--- src/rtl/flash_boot_loader_pkg.sv ---
// Shared types and constants for the boot-time flash-to-SRAM copy engine.
package flash_boot_loader_pkg;

  localparam int unsigned WORD_W      = 32;
  localparam int unsigned WORD_BYTES  = 4;

  typedef logic [WORD_W-1:0] word_t;
  typedef logic              bit_t;

  typedef enum logic [2:0] {
    ST_IDLE,
    ST_HDR_WAIT,
    ST_RD_REQ,
    ST_RD_WAIT,
    ST_WR_REQ,
    ST_WR_WAIT,
    ST_DONE,
    ST_ERR
  } boot_state_t;

  localparam word_t FLASH_ERASED_WORD = 32'hFFFF_FFFF;
  localparam word_t WORD_STRIDE       = word_t'(WORD_BYTES);

endpackage

--- src/rtl/flash_boot_loader_slave_handshake.sv ---
// Single-cycle op pulse towards a stalling slave, with stall tracking,
// per-transaction timeout and completion/timeout strobes.
module flash_boot_loader_slave_handshake
  import flash_boot_loader_pkg::*;
#(
  parameter int unsigned TIMEOUT_CYCLES = 256
) (
  input  logic clk,
  input  logic rst,
  input  logic req,
  input  logic stall,
  output logic op,
  output logic done_c,
  output logic timeout_c
);

  localparam int unsigned CNT_W = $clog2(TIMEOUT_CYCLES + 1);

  bit_t             waiting;
  bit_t             seen_stall;
  logic [CNT_W-1:0] cnt;

  // Only a stall observed in an earlier cycle makes a low stall mean "finished".
  assign done_c    = waiting && seen_stall && !stall;
  assign timeout_c = waiting && !done_c && (cnt == CNT_W'(TIMEOUT_CYCLES - 1));

  always_ff @(posedge clk or posedge rst) begin
    if (rst) begin
      op         <= 1'b0;
      waiting    <= 1'b0;
      seen_stall <= 1'b0;
      cnt        <= '0;
    end else begin
      op <= req;
      if (req) begin
        waiting    <= 1'b1;
        seen_stall <= 1'b0;
        cnt        <= '0;
      end else if (done_c || timeout_c) begin
        waiting    <= 1'b0;
        seen_stall <= 1'b0;
      end else if (waiting) begin
        cnt <= cnt + CNT_W'(1);
        if (stall) begin
          seen_stall <= 1'b1;
        end
      end
    end
  end

endmodule

--- src/rtl/flash_boot_loader.sv ---
// Boot copy engine: reads a length header and payload from flash, writes the
// payload to SRAM, keeps the CPU in reset until the copy ends.
module flash_boot_loader
  import flash_boot_loader_pkg::*;
#(
  parameter word_t       FLASH_BASE     = 32'h0000_0000,
  parameter word_t       SRAM_BASE      = 32'h8000_0000,
  parameter int unsigned MAX_WORDS      = 4096,
  parameter int unsigned TIMEOUT_CYCLES = 256,
  parameter bit          AUTO_START     = 1'b1
) (
  input  logic        clk,
  input  logic        rst,
  input  logic        start,
  output logic        cpu_hold,
  output logic        busy,
  output logic        done,
  output logic        error,
  output logic [31:0] copied_words,
  output logic [31:0] checksum,
  output logic [31:0] flash_addr,
  output logic        flash_read_op,
  input  logic [31:0] flash_rdata,
  input  logic        flash_stall,
  output logic [31:0] sram_addr,
  output logic [31:0] sram_wdata,
  output logic        sram_write_op,
  input  logic        sram_stall
);

  boot_state_t state, state_d;
  word_t       len, len_d;
  bit_t        first_cycle;
  bit_t        cpu_hold_d, busy_d, done_d, error_d;
  word_t       copied_words_d, checksum_d, flash_addr_d, sram_addr_d, sram_wdata_d;
  bit_t        flash_req_c, sram_req_c;
  bit_t        flash_done_c, flash_timeout_c, sram_done_c, sram_timeout_c;
  bit_t        finish_ok_c, finish_err_c;

  flash_boot_loader_slave_handshake #(.TIMEOUT_CYCLES(TIMEOUT_CYCLES)) u_flash_hs (
    .clk       (clk),
    .rst       (rst),
    .req       (flash_req_c),
    .stall     (flash_stall),
    .op        (flash_read_op),
    .done_c    (flash_done_c),
    .timeout_c (flash_timeout_c)
  );

  flash_boot_loader_slave_handshake #(.TIMEOUT_CYCLES(TIMEOUT_CYCLES)) u_sram_hs (
    .clk       (clk),
    .rst       (rst),
    .req       (sram_req_c),
    .stall     (sram_stall),
    .op        (sram_write_op),
    .done_c    (sram_done_c),
    .timeout_c (sram_timeout_c)
  );

  // Next-state and next-register logic.
  always_comb begin
    state_d        = state;
    len_d          = len;
    cpu_hold_d     = cpu_hold;
    busy_d         = busy;
    done_d         = done;
    error_d        = error;
    copied_words_d = copied_words;
    checksum_d     = checksum;
    flash_addr_d   = flash_addr;
    sram_addr_d    = sram_addr;
    sram_wdata_d   = sram_wdata;
    flash_req_c    = 1'b0;
    sram_req_c     = 1'b0;
    finish_ok_c    = 1'b0;
    finish_err_c   = 1'b0;

    case (state)
      ST_IDLE, ST_DONE, ST_ERR: begin
        if (start || (state == ST_IDLE && AUTO_START && first_cycle)) begin
          copied_words_d = '0;
          checksum_d     = '0;
          busy_d         = 1'b1;
          done_d         = 1'b0;
          error_d        = 1'b0;
          cpu_hold_d     = 1'b1;
          flash_addr_d   = FLASH_BASE;
          flash_req_c    = 1'b1;
          state_d        = ST_HDR_WAIT;
        end
      end
      ST_HDR_WAIT: begin
        if (flash_done_c) begin
          len_d = flash_rdata;
          if (flash_rdata == '0) begin
            finish_ok_c = 1'b1;
          end else if (flash_rdata == FLASH_ERASED_WORD ||
                       flash_rdata > word_t'(MAX_WORDS)) begin
            finish_err_c = 1'b1;
          end else begin
            flash_addr_d = FLASH_BASE + WORD_STRIDE;
            sram_addr_d  = SRAM_BASE;
            state_d      = ST_RD_REQ;
          end
        end else if (flash_timeout_c) begin
          finish_err_c = 1'b1;
        end
      end
      ST_RD_REQ: begin
        flash_req_c = 1'b1;
        state_d     = ST_RD_WAIT;
      end
      ST_RD_WAIT: begin
        if (flash_done_c) begin
          sram_wdata_d = flash_rdata;
          checksum_d   = checksum ^ flash_rdata;
          state_d      = ST_WR_REQ;
        end else if (flash_timeout_c) begin
          finish_err_c = 1'b1;
        end
      end
      ST_WR_REQ: begin
        sram_req_c = 1'b1;
        state_d    = ST_WR_WAIT;
      end
      ST_WR_WAIT: begin
        if (sram_done_c) begin
          copied_words_d = copied_words + 32'd1;
          flash_addr_d   = flash_addr + WORD_STRIDE;
          sram_addr_d    = sram_addr + WORD_STRIDE;
          if (copied_words + 32'd1 == len) begin
            finish_ok_c = 1'b1;
          end else begin
            state_d = ST_RD_REQ;
          end
        end else if (sram_timeout_c) begin
          finish_err_c = 1'b1;
        end
      end
      default: state_d = ST_IDLE;
    endcase

    if (finish_ok_c) begin
      state_d    = ST_DONE;
      busy_d     = 1'b0;
      done_d     = 1'b1;
      cpu_hold_d = 1'b0;
    end else if (finish_err_c) begin
      state_d = ST_ERR;
      busy_d  = 1'b0;
      error_d = 1'b1;
    end
  end

  always_ff @(posedge clk or posedge rst) begin
    if (rst) begin
      state        <= ST_IDLE;
      len          <= '0;
      first_cycle  <= 1'b1;
      cpu_hold     <= 1'b1;
      busy         <= 1'b0;
      done         <= 1'b0;
      error        <= 1'b0;
      copied_words <= '0;
      checksum     <= '0;
      flash_addr   <= '0;
      sram_addr    <= '0;
      sram_wdata   <= '0;
    end else begin
      state        <= state_d;
      len          <= len_d;
      first_cycle  <= 1'b0;
      cpu_hold     <= cpu_hold_d;
      busy         <= busy_d;
      done         <= done_d;
      error        <= error_d;
      copied_words <= copied_words_d;
      checksum     <= checksum_d;
      flash_addr   <= flash_addr_d;
      sram_addr    <= sram_addr_d;
      sram_wdata   <= sram_wdata_d;
    end
  end

endmodule

--- config.mk ---
export PLATFORM = sky130hd
export DESIGN_NAME = flash_boot_loader
export DESIGN_NICKNAME = d
export VERILOG_FILES = /design/src/rtl/flash_boot_loader_pkg.sv /design/src/rtl/flash_boot_loader_slave_handshake.sv /design/src/rtl/flash_boot_loader.sv
export SDC_FILE = /design/constraint.sdc
export NUM_CORES = 1
export LEC_CHECK = 0
export ABC_CLOCK_PERIOD_IN_PS = 8400
export BUFFER_PORTS_ARGS = -buffer_cell sky130_fd_sc_hd__buf_2
export CAP_MARGIN = 40
export CORE_UTILIZATION = 30
export CTS_CLUSTER_DIAMETER = 100
export DETAILED_ROUTE_END_ITERATION = 16
export GPL_ROUTABILITY_DRIVEN = 0
export SLEW_MARGIN = 5
export SYNTH_ARGS = -nofsm -noshare
export SYNTH_HDL_FRONTEND = slang
export SYNTH_HIERARCHICAL = 1
export SYNTH_SLANG_ARGS = --single-unit
--- constraint.sdc ---
create_clock -name clk -period 8.4 [get_ports clk]
set_input_delay 2.52 -clock clk [delete_from_list [all_inputs] [get_ports clk]]
set_output_delay 2.52 -clock clk [all_outputs]
set_load 0.005 [all_outputs]
==> flow_metrics.py <==
metrics = {
    "outcome": {
        "status": "complete, no violations",
    },
    "placement": {
        "io_buffers": 198,
        "place_ws_ns": 2.42,
        "placed_cell_area_sq_um": 12600,
        "dp_hpwl_um": 22500,
    },
    "sta": {
        "slew_viol_final": 0,
        "layout_setup_ws_ns": 3.04,
        "rsz0062_at_grt": "no",
        "fin_setup_tns_ns": 0,
        "max_freq_mhz": 186,
        "setup_violations": 0,
        "fin_crit_ns": 5.36,
        "tightest_slew_ns": 0.809,
        "relSlewSlack_pct": 45.9,
        "skew_ns": 0.0139,
        "period_share_pct": 63.9,
        "hold_violations": 0,
    },
    "floorplan": {
        "ios": 203,
        "die_h_um": 195,
        "num_rows": 70,
        "fp.dieW_um": 195,
        "core-area_sq_um": 36600,
        "die_area_sq_um": 38000,
        "start_util_pct": 30.5,
    },
    "yosys": {
        "synth_top_area_cell": "dfrtp_1",
        "synth_cell_type_count": 64,
        "async_flop_share_pct": 100,
        "avgSynthCellArea_sq_um": 9.59,
        "syn-cell-area_sq_um": 11200,
        "syn_inst": 1166,
        "yosys_warnings": 6,
        "synthTopCellsByArea": "dfrtp_1, xor2_1, nand2_1",
        "synth_edf_count": 0,
        "yosysSeqAreaShare_pct": 49.3,
        "ys.flop_type": "dfrtp_1",
        "synth_top_area_share_pct": 48.8,
        "yosys_register_bits": 220,
    },
    "global_routing": {
        "top_usage_layer": "met2",
        "grt_use_met1_pct": 21.8,
        "antenna_found_initial": 0,
        "grt_usage_pct": 16.3,
        "gr-total-overflow": 0,
        "grt_pass1_wl_um": 50100,
        "use_met2_pct": 26.3,
        "grt_max_degree": 119,
        "grt_pass1_vias": 9129,
        "grtUsageMet3_pct": 3.83,
    },
    "cts": {
        "cts_sinks": 220,
        "clock_insertion_delay_worst_skew_ns": 0.53,
        "cts_buffer_depth": 3,
        "cts_setup_buffers": 0,
        "htreeDepth": 1,
        "cts-resized-gates": 0,
        "cts_hold_buf": 0,
        "root_buffer": "clkbuf_16",
        "clkTransAtPathRegs_ns": 0.06,
        "cts_buffers": 26,
        "cts_tree": "built",
    },
    "critical_path": {
        "critPathKind": "input port to flip-flop",
        "cp.arrival_ns": 5.77,
        "crit_fanout": 18,
        "r2r_setup_slack_ns": 4.62,
        "timing.rr.start": "copied_words[0]",
        "r2r_cells": 10,
        "cp-end-kind": "flip-flop",
        "timing.rr.end": "state[2]",
        "required_ns": 8.81,
        "worst_setup_path_start_kind": "input port",
    },
    "worst_hold_path": {
        "hold_depth": 2,
        "hp-class": "flip-flop to flip-flop",
        "min_from": "sram_wdata[25]",
        "whs_endpoint": "sram_wdata[25]",
    },
    "power": {
        "pwr_density_cell_nw_per_um2": 271,
        "vdd_drop_max_mv": 0.179,
        "leakage_nw": 6.57,
    },
    "layout": {
        "nFillCells": 3741,
        "final_common_cell": "dfrtp_1",
        "syn2layout_area_growth_pct": 20.4,
        "n_antenna_cell": 0,
        "drive_gt1_share_pct": 23.2,
        "finalInstanceArea_sq_um": 13500,
        "utilization_pct": 36.8,
        "layout_common_cells": "dfrtp_1, buf_2, nand2_1, nor2_1, xor2_1",
        "nets": 1393,
    },
    "drt": {
        "final_antenna_net_count": 0,
        "drc": 0,
        "vias": 9253,
        "wl_per_cell_um": 16.8,
        "wl_um": 30900,
        "drt_iter0_markers": 466,
        "first_pass_iters": 5,
        "viasPerCell": 5.05,
    },
    "job": {
        "drv_cap": 0,
    },
}
[layout make-up]
| type | count | area [sq um] | area share [%] |
|---|---|---|---|
| Clock inverter | 7 | 43.8 | 0.325 |
| Multi-Input combinational cell | 870 | 5330 | 39.6 |
| Sequential cell | 220 | 5510 | 40.9 |
| Clock buffer | 37 | 773 | 5.74 |
| Timing Repair Buffer | 216 | 1160 | 8.62 |
| Inverter | 15 | 63.8 | 0.474 |
| Tap cell | 468 | 586 | 4.35 |
[flip-flops by register name, indices dropped and copies added (netlist names), 3 cells and up]
signal          cells
sram_addr          30
u_flash_hs/cnt      9
len                32
sram_wdata         32
flash_addr         30
checksum           32
copied_words       32
u_sram_hs/cnt       9
state               3
[worst max path at each step]
stage | cells past startpoint | end | from
after floorplan | 1 | busy | rst
after global placement | 9 | flash_addr[29] | flash_rdata[27]
after detailed placement | 9 | flash_addr[12] | flash_rdata[27]
after CTS | 9 | flash_addr[12] | flash_rdata[27]
after global routing | 9 | flash_addr[10] | flash_rdata[27]
final | 9 | flash_addr[22] | flash_rdata[27]
[worst max-delay path: stages]
cell      delay, ns
buf_2          0.11
nor4_1         0.43
nand4_1        0.32
nor4_2         0.44
nand4b_1       0.15
a2111o_1       0.68
nor2_1         0.72
buf_4          0.32
nor2_1         0.07
[cell families after synthesis]
family	Yosys count	share of synthesized area [%]
mux	44	4.39
other cells	1	0.0335
xor+xnor	127	9.95
compound gates	162	8.93
simple gates	525	23.3
fa+ha+maj	7	0.783
buf+inv	80	3.30
flops	220	49.3
[power by group]
group	switching [mW]	internal, mW	total [mW]
Combinational	0.600	0.458	1.06
Clock	0.445	0.635	1.08
Sequential	0.204	1.30	1.51
[Yosys cell counts, drive strengths merged (8+ instances only)]
cell type    n
a21oi       28
inv         15
nor2       139
dfrtp      218
and4        10
o31ai       16
xor2        85
nand2      158
or3          9
xnor2       42
nand4       29
nor2b       17
o21ai       72
buf         21
nand3       60
clkbuf      44
mux2        40
a31oi       11
and3        24
nor3        16
o41ai        8
nor4        26
[metrics by stage]
stage	instances	total power [mW]	hold WS [ns]
after floorplan	1170	2.20	0.470
after global placement	1785	2.55	0.455
after detailed placement	1789	2.59	0.458
after CTS	1833	3.69	0.479
after global routing	1833	3.89	0.492
final	1833	3.65	0.472
[layer usage]
metal / up-vias / wire [um]
met5: - / 0
li1: 4401 / -
met4: 0 / 672
met3: 49 / 2110
met2: 292 / 14300
met1: 4511 / 13800
Note: power is estimated with default switching activity, not from simulation.
